[src/rtl/wb_stage_buffered_pkg.sv]
// Shared definitions for the buffered write-back stage.
// Holds the load_size encodings and the default data/address widths.
// No logic; imported by wb_load_extract and wb_stage_buffered.
package wb_stage_buffered_pkg;

    localparam int DEF_DATA_W = 32;
    localparam int DEF_ADDR_W = 4;

    localparam logic [1:0] LS_BYTE = 2'b00;
    localparam logic [1:0] LS_HALF = 2'b01;
    localparam logic [1:0] LS_WORD = 2'b10;  // 2'b11 is also treated as word

endpackage

[src/rtl/wb_load_extract.sv]
// Purpose: pick a byte/halfword/word out of a loaded word and extend it.
// Latency: purely combinational.
// Backpressure: none (no handshake).
// Ports: data (loaded word), size (LS_* encoding), is_signed (sign-extend
// sub-word loads), offset (byte offset in word), value (extended result).
module wb_load_extract
    import wb_stage_buffered_pkg::*;
#(
    parameter int DATA_W = DEF_DATA_W
) (
    input  logic [DATA_W-1:0] data,
    input  logic [1:0]        size,
    input  logic              is_signed,
    input  logic [1:0]        offset,
    output logic [DATA_W-1:0] value
);

    logic [7:0]  sel_byte;
    logic [15:0] sel_half;

    always_comb begin
        sel_byte = data[{offset, 3'b000} +: 8];
        // offset[0] is ignored for halfwords: only aligned halves are selectable
        sel_half = data[{offset[1], 4'b0000} +: 16];
        value    = data;
        case (size)
            LS_BYTE: value = {{(DATA_W-8){is_signed & sel_byte[7]}}, sel_byte};
            LS_HALF: value = {{(DATA_W-16){is_signed & sel_half[15]}}, sel_half};
            LS_WORD: value = data;
            default: value = data;
        endcase
    end

endmodule

[src/rtl/wb_stage_buffered.sv]
// Purpose: write-back stage with a DEPTH-entry FIFO toward the register file
//          and a youngest-match forwarding lookup over the buffered entries.
// Latency: 1 cycle minimum from accepted transfer to head; in_ready = !full
//          (no pop-through), so upstream stalls while full.
// Ports: in_valid/in_ready + result fields (MEM side), wb_valid/wb_ready +
// wb_dest_out/wb_value (register file side), fwd_addr -> fwd_hit/fwd_value
// (hazard lookup), pending_count/full/empty (occupancy).
module wb_stage_buffered
    import wb_stage_buffered_pkg::*;
#(
    parameter int DATA_W = DEF_DATA_W,
    parameter int ADDR_W = DEF_ADDR_W,
    parameter int DEPTH  = 4
) (
    input  logic                   clk,
    input  logic                   rst,
    input  logic                   in_valid,
    output logic                   in_ready,
    input  logic                   mem_read_enable,
    input  logic                   wb_enable_in,
    input  logic [DATA_W-1:0]      alu_result,
    input  logic [DATA_W-1:0]      data_memory,
    input  logic [ADDR_W-1:0]      wb_dest_in,
    input  logic [1:0]             load_size,
    input  logic                   load_signed,
    input  logic [1:0]             byte_off,
    output logic                   wb_valid,
    input  logic                   wb_ready,
    output logic [ADDR_W-1:0]      wb_dest_out,
    output logic [DATA_W-1:0]      wb_value,
    input  logic [ADDR_W-1:0]      fwd_addr,
    output logic                   fwd_hit,
    output logic [DATA_W-1:0]      fwd_value,
    output logic [$clog2(DEPTH):0] pending_count,
    output logic                   full,
    output logic                   empty
);

    localparam int PTR_W = $clog2(DEPTH);
    localparam int CNT_W = PTR_W + 1;

    logic [DATA_W-1:0] value_q [DEPTH];
    logic [ADDR_W-1:0] dest_q  [DEPTH];
    logic [DEPTH-1:0]  valid_q;
    logic [PTR_W-1:0]  wr_ptr, rd_ptr, idx;
    logic [CNT_W-1:0]  count;
    logic [DATA_W-1:0] load_value, in_value;
    logic              push, pop;

    wb_load_extract #(.DATA_W(DATA_W)) u_extract (
        .data      (data_memory),
        .size      (load_size),
        .is_signed (load_signed),
        .offset    (byte_off),
        .value     (load_value)
    );

    assign in_value = mem_read_enable ? load_value : alu_result;

    assign full          = (count == CNT_W'(DEPTH));
    assign empty         = (count == '0);
    assign pending_count = count;
    assign in_ready      = !full;
    assign wb_valid      = !empty;

    // Transfers with wb_enable_in=0 complete the handshake but are dropped.
    assign push = in_valid && in_ready && wb_enable_in;
    assign pop  = wb_valid && wb_ready;

    assign wb_dest_out = empty ? '0 : dest_q[rd_ptr];
    assign wb_value    = empty ? '0 : value_q[rd_ptr];

    // Control state: async clear so outputs drop without waiting for a clock.
    always_ff @(posedge clk or negedge rst) begin
        if (!rst) begin
            wr_ptr  <= '0;
            rd_ptr  <= '0;
            count   <= '0;
            valid_q <= '0;
        end else begin
            // wr_ptr == rd_ptr only when empty (no pop) or full (no push),
            // so these two updates never target the same entry.
            if (pop) begin
                valid_q[rd_ptr] <= 1'b0;
                rd_ptr          <= rd_ptr + 1'b1;
            end
            if (push) begin
                valid_q[wr_ptr] <= 1'b1;
                wr_ptr          <= wr_ptr + 1'b1;
            end
            case ({push, pop})
                2'b10:   count <= count + 1'b1;
                2'b01:   count <= count - 1'b1;
                default: count <= count;
            endcase
        end
    end

    // Payload storage is not reset; it is only observed through valid_q/empty.
    always_ff @(posedge clk) begin
        if (push) begin
            value_q[wr_ptr] <= in_value;
            dest_q[wr_ptr]  <= wb_dest_in;
        end
    end

    // Walk oldest to youngest so the last match wins (youngest value).
    always_comb begin
        fwd_hit   = 1'b0;
        fwd_value = '0;
        idx       = '0;
        for (int i = 0; i < DEPTH; i++) begin
            idx = rd_ptr + PTR_W'(i);
            if (valid_q[idx] && (dest_q[idx] == fwd_addr)) begin
                fwd_hit   = 1'b1;
                fwd_value = value_q[idx];
            end
        end
    end

endmodule

[config.mk]
export PLATFORM = sky130hd
export DESIGN_NAME = wb_stage_buffered
export DESIGN_NICKNAME = d
export VERILOG_FILES = /design/src/rtl/wb_stage_buffered_pkg.sv /design/src/rtl/wb_load_extract.sv /design/src/rtl/wb_stage_buffered.sv
export SDC_FILE = /design/constraint.sdc
export NUM_CORES = 1
export LEC_CHECK = 0
export ABC_AREA = 1
export BUFFER_PORTS_ARGS = -buffer_cell sky130_fd_sc_hd__buf_2
export CORE_MARGIN = 1
export CORE_UTILIZATION = 47
export CTS_BUF_LIST = sky130_fd_sc_hd__clkbuf_8
export DETAILED_ROUTE_END_ITERATION = 6
export PLACE_DENSITY = 0.74
export REMOVE_ABC_BUFFERS = 1
export SLEW_MARGIN = 20
export SYNTH_ARGS = -nofsm -noshare
export SYNTH_HDL_FRONTEND = slang
export SYNTH_HIERARCHICAL = 1
export SYNTH_SLANG_ARGS = --single-unit
[constraint.sdc]
create_clock -name clk -period 6.2 [get_ports clk]
set_input_delay 0.31 -clock clk [delete_from_list [all_inputs] [get_ports clk]]
set_output_delay 0.31 -clock clk [all_outputs]
set_load 0.02 [all_outputs]
After elaboration in Yosys (flattened, before gate mapping)
Memory sizes are Yosys's and may differ from the RTL's.
Index checks and enable logic that the tools add are counted.
{"block": "op_classes", "shift": 2, "n_addsub": 6, "eq_ne": 8, "n_reduce_logical": 14, "magnitude_cmp": 7, "bitwise_logic": 5, "n_mux": 29}
{"operator": "2-to-1 mux 32 bit", "count": 6}
{"operator": "case mux 32 bit (2 select lines)", "count": 1}
{"operator": "variable part select 32 x 6 -> 16 bit", "count": 1}
{"operator": "variable part select 32 x 6 -> 8 bit", "count": 1}
{"operator": "== test 4 bit", "count": 4}
{"operator": "less-than comparator 2 x 3 -> 1 bit, second input constant", "count": 5}
{"operator": "2-to-1 mux 1 bit", "count": 12}
{"operator": "2-to-1 mux 4 bit", "count": 3}
{"operator": "logical AND 1 bit", "count": 9}
{"operator": "binary-select mux 1 bit (select 2 bit)", "count": 4}
{"operator": "case mux 3 bit (2 select lines)", "count": 1}
{"operator": "adder 2 x 1 -> 2 bit, second input constant", "count": 2}
{"operator": "adder 2 bit, second input constant", "count": 2}
{"operator": "AND 4 bit", "count": 1}
{"operator": "demux 1 bit (select 2 bit)", "count": 2}
{"operator": "== test 2 x 1 -> 1 bit, second input constant", "count": 2}
{"operator": "greater-or-equal comparator 2 x 1 -> 1 bit, second input constant", "count": 2}
{"operator": "inverter 4 bit", "count": 1}
{"operator": "OR 4 bit", "count": 1}
{"operator": "adder 3 x 1 -> 3 bit, second input constant", "count": 1}
{"operator": "== test 3 bit, second input constant", "count": 1}
{"operator": "logical NOT 3 bit", "count": 1}
{"operator": "subtractor 3 x 1 -> 3 bit, second input constant", "count": 1}
{"operator": "AND 1 bit", "count": 2}
{"operator": "other kinds (4)", "count": 5}
{"block": "totals", "mem_count": 2, "ff_bits": 11, "input_bits": 83, "out_inout_bits": 76, "wordCells": 77, "mem_bits_rw": 144}
{"name": "value_q", "words": 4, "word_bits": 32, "rd": 4, "rd_ports_with_merged_regs": 0, "wr": 1, "line_no": "wb_stage_buffered.sv:42", "source": "logic [DATA_W-1:0] value_q [DEPTH];"}
{"name": "dest_q", "words": 4, "word_bits": 4, "rd": 4, "rd_ports_with_merged_regs": 0, "wr": 1, "line_no": "wb_stage_buffered.sv:43", "source": "logic [ADDR_W-1:0] dest_q [DEPTH];"}

Depth between registers and ports, before layout
{"block": "depth", "depth_word": 9, "depth_mapped": 21, "depth_no_buf": 14}

Cells and area by module
Netlist, hierarchy kept.
{"module": "wb_stage_buffered", "instances": 1, "cells_each": 1343, "area_each_um2": 10367.4, "seq_area_each_um2": 4599.4}
{"module": "wb_load_extract", "instances": 1, "cells_each": 158, "area_each_um2": 835.8, "seq_area_each_um2": 0.0}

Least setup slack after synthesis
OpenSTA, ideal clock, no wires.
{"block": "synth_timing", "kind": "reg-to-output", "startpoint": "register rd_ptr[1]", "endpoint": "output fwd_value[10]", "arrival_ns": 3.201, "setup_slack_ns": 2.689, "stages_incl_launch_ff": 18, "path_buffers": 7, "path_cell_list": "dfrtp_1 -> inv_1 -> buf_2 -> buf_2 -> buf_2 -> clkbuf_1 -> ha_1 -> buf_2 -> inv_1 -> buf_2 -> nand3_1 -> nand2_1 -> xor2_1 -> nand4_1 -> nor2_4 -> buf_2 -> nor2_1 -> a21oi_1"}
{"block": "synth_via", "elab_chain_cells": 7, "word_cells_on_any_way": 25}
{"item": "start: declaration", "line_no": "wb_stage_buffered.sv:45", "source": "logic [PTR_W-1:0] wr_ptr, rd_ptr, idx;"}
{"item": "start signal: assignment", "line_no": "wb_stage_buffered.sv:85", "source": "rd_ptr <= rd_ptr + 1'b1;"}
{"item": "adder 2 x 1 -> 2 bit (tied with other cells)", "line_no": "wb_stage_buffered.sv:113", "source": "idx = rd_ptr + PTR_W'(i);"}
{"item": "memory read (4 x 4 bit) (tied with other cells)"}
{"item": "== test 4 bit (tied with other cells)", "line_no": "wb_stage_buffered.sv:114", "source": "if (valid_q[idx] && (dest_q[idx] == fwd_addr)) begin"}
{"item": "logical AND 1 bit / 2-to-1 mux 32 bit (equally long branches)", "line_no": "wb_stage_buffered.sv:114"}
{"item": "2-to-1 mux 32 bit (2 in a row)", "line_no": "wb_stage_buffered.sv:114"}
{"item": "2-to-1 mux 32 bit (*)", "line_no": "wb_stage_buffered.sv:114"}
{"item": "end: declaration", "line_no": "wb_stage_buffered.sv:33", "source": "output logic [DATA_W-1:0] fwd_value,"}
Every way passes the cells marked *; elsewhere a longest branch is shown, timed or not. The select of a mux whose other input is x is not followed.

Worst setup path in the final report
{"block": "layout_timing", "startpoint": "register rd_ptr[1]", "endpoint": "output fwd_value[20]"}
The elaborated chain is that of the path after synthesis.

==> run summary <==
Max-slew headroom: 23.9%
TritonCTS clock tree: built
Non-Filler Instances: 1927
Worst flop-to-flop path startpoint: pending_count[0]
H-tree level count: 4
Fillers: 2221
GRT Overall Usage: 25.4%
Post-Route WL: 30500 um
Synth unique cells: 33
Max Freq: 0.207 GHz
Die height: 156 um
Clk buf depth: 2
Synth Cell Area: 11200 um2
Min Tclk post-route: 4.83 ns
Top FF cell, synth: edfxtp_1
Post-DP Area: 12000 um2
Most frequent cells in the layout: nand2_1, nor2_1, o21ai_0
Detail Route Antenna Nets: 0
Register area: 4600 um2
Worst r2r path cells: 9
Synth Area in Compound Gates: 12.2%
Critical Path RT: 5.89 ns
Worst skew pair latency: 0.46 ns
Commonest non-fill, non-tap cell in the layout: nand2_1
PortBufs: 158
Post-synthesis mux area share: 8.93%
Final setup viols: 0
Startpoint Class: flop
Die area: 24500 um2
Overall power: 6.09 mW
Remaining DRCs: 0
Crit path capture type: output port
Share of cells above drive strength 1: 17.4%
Ys async rst share: 7.10%
First-pass GRT wire length: 47600 um
Final nets: 1688
Slew @ Worst Pin: 1.14 ns
Area taken by multi-input logic gates: 5650 um2
Sink Count: 155
Post-route setup TNS: 0 ns
Design Area, Final: 12400 um2
Io pins: 159
CTS Buf Count: 17
CTS Root Cell: clkbuf_8
Xor and xnor area share after synthesis: 0.391%
Gr ovfl total: 0
Kind of critical path: reg2out
DR vias: 10200
Hold path depth: 1
Initial antenna violation count: 1
Simple-gate share of the synthesized area: 27.3%
FP Rows: 56
Pwr Density: 491 nW/um2
CP max FO: 72
DR pass1 iterations: 7
Vias in the first global route: 9257
HP Class: in2reg
Synthesized flop and latch total: 155
Pin count of the biggest net entering global routing: 129
Adder-cell area share of the yosys netlist: 1.18%
Worst Path Arrival: 4.52 ns
R2r setup slk: 3.72 ns
Clk_skew: 0.0141 ns
Final Slew Violations: 0
Core area: 23400 um2
Worst-case hold path end point: dest_q[2][3]
Global placement routability congestion: 0.870
Leak pwr: 5.83 nW
Critical R2R Capture: pending_count[2]
Worst vdd rail ir drop: 0.000389 V
Initial DRC Count: 872
RSZ-0062 raised after global routing: false
Cts repair resizes: 0
DR WL/cell: 15.9 um
Synthesis Warnings: 6
Seq/Total Area, Yosys: 41.1%
Max cap viols: 0
DP HPWL: 20500 um
Period utilization: 77.8%
Min-delay src: wb_dest_in[3]
Post CTS Setup Buffer Count: 0
Post-Syn Instances: 1501
Die Wd: 156 um
Total placed cells including tap cells: 1894
Fin. Hold Viols: 0
# diodes: 0
Post-synth EDFFs: 144
Hold-fix buffers at CTS: 1
Layout area overhead: 10.7%
Avg Inst Size Synth: 7.46 um2
Initial Util: 47.9%
Clk slew on worst S/H paths: 0.09 ns
Via/cell ratio: 5.31
Status: completed
Main combinational cell family by area after synthesis: simple AND/OR/NAND/NOR gates
report_power, final:
part | switching, mW | internal (mW) | total [mW] | leakage, nW
sequential | 0.0814 | 1.30 | 1.38 | 1.44
combinational | 2.77 | 1.24 | 4.02 | 4.20
clock | 0.406 | 0.285 | 0.691 | 0.186
total | 3.26 | 2.83 | 6.09 | 5.83
flip-flops by register name, indices dropped and copies added (netlist names):
name	cells
valid_q	4
rd_ptr	2
pending_count	3
wr_ptr	2
dest_q	16
value_q	128
routing by layer:
metal  share of wire [%]  routed length [um]  GRT usage (%)  up-vias
met5               0.043                  13              0        -
met3                 6.7                2040           2.66       74
met2                  46               14200           42.2      403
met1                  44               13400           33.9     4664
li1                    -                   -              -     5099
met4                 3.1                 944           10.8        2
synth_stat cells (2+ instances only):
master	count	area share (%)
clkbuf_1	40	1.3
dfrtp_1	11	2.5
nand2_2	4	0.22
ha_1	9	1.0
nor2_1	209	7.0
a21oi_1	37	1.7
xor2_1	4	0.31
nand2_1	435	15
buf_6	14	1.4
inv_4	2	0.11
nand3_1	58	2.6
nand4_1	2	0.11
buf_2	24	1.1
nand3_2	21	1.9
mux2_2	32	3.2
inv_1	122	4.1
buf_1	15	0.50
o21ai_0	204	9.1
nand2_4	2	0.20
nor3_1	2	0.089
buf_4	5	0.34
o21ai_1	29	1.3
mux2i_1	64	5.7
nor2_8	2	0.36
inv_2	3	0.10
edfxtp_1	144	39
through the flow:
step | util, % | setup slack (ns) | hold slack [ns]
after floorplan | - | -4.16 | 0.0144
after global placement | 51.4 | 1.94 | 0.199
after detailed placement | 51.4 | 1.82 | 0.201
after CTS | 53.0 | 1.30 | 0.0346
after global routing | 53.0 | 0.959 | 0.0547
final | 53.0 | 1.37 | 0.0665
how the worst max path moves through the flow:
stage,start,to,slack [ns],cells past startpoint
2_1_floorplan,rd_ptr[0],fwd_value[11],-4.16,12
3_3_place_gp,rd_ptr[1],fwd_value[30],1.94,13
3_5_place_dp,rd_ptr[1],fwd_value[30],1.82,13
4_1_cts,rd_ptr[1],fwd_value[30],1.30,13
5_1_grt,rd_ptr[1],fwd_value[5],0.96,13
6_report,rd_ptr[1],fwd_value[20],1.37,13
worst max-delay path, cell delays in order (launching register included):
cell	delay, ns
dfrtp_1	0.65
clkinv_2	0.31
ha_2	0.41
buf_4	0.60
nand3_1	0.19
nand3_1	0.13
nand2_1	0.05
nor2_1	0.14
nand3_2	0.49
buf_4	0.47
o21ai_0	0.13
nand2_1	0.10
a21oi_1	0.14
buf_2	0.18
logic make-up (layout without fill, tap and decap cells):
family | count (synthesis) | in the layout
adders and majority gates | 10 | 10
buffers and inverters | 225 | 332
and+or+nand+nor | 738 | 738
AOI/OAI and AO/OA | 272 | 272
DFF | 155 | 155
xor gates and xnor gates | 5 | 5
muxes | 96 | 96
layout make-up:
type	count	area share, %
multi-input cells	1121	45.5
flip-flops and latches	155	37.1
well taps	319	3.22
repair buffers	173	7.37
clock buffers	17	1.89
inverters	127	3.90
clock inverters	15	0.959
Power figures use the tool's default switching activity.
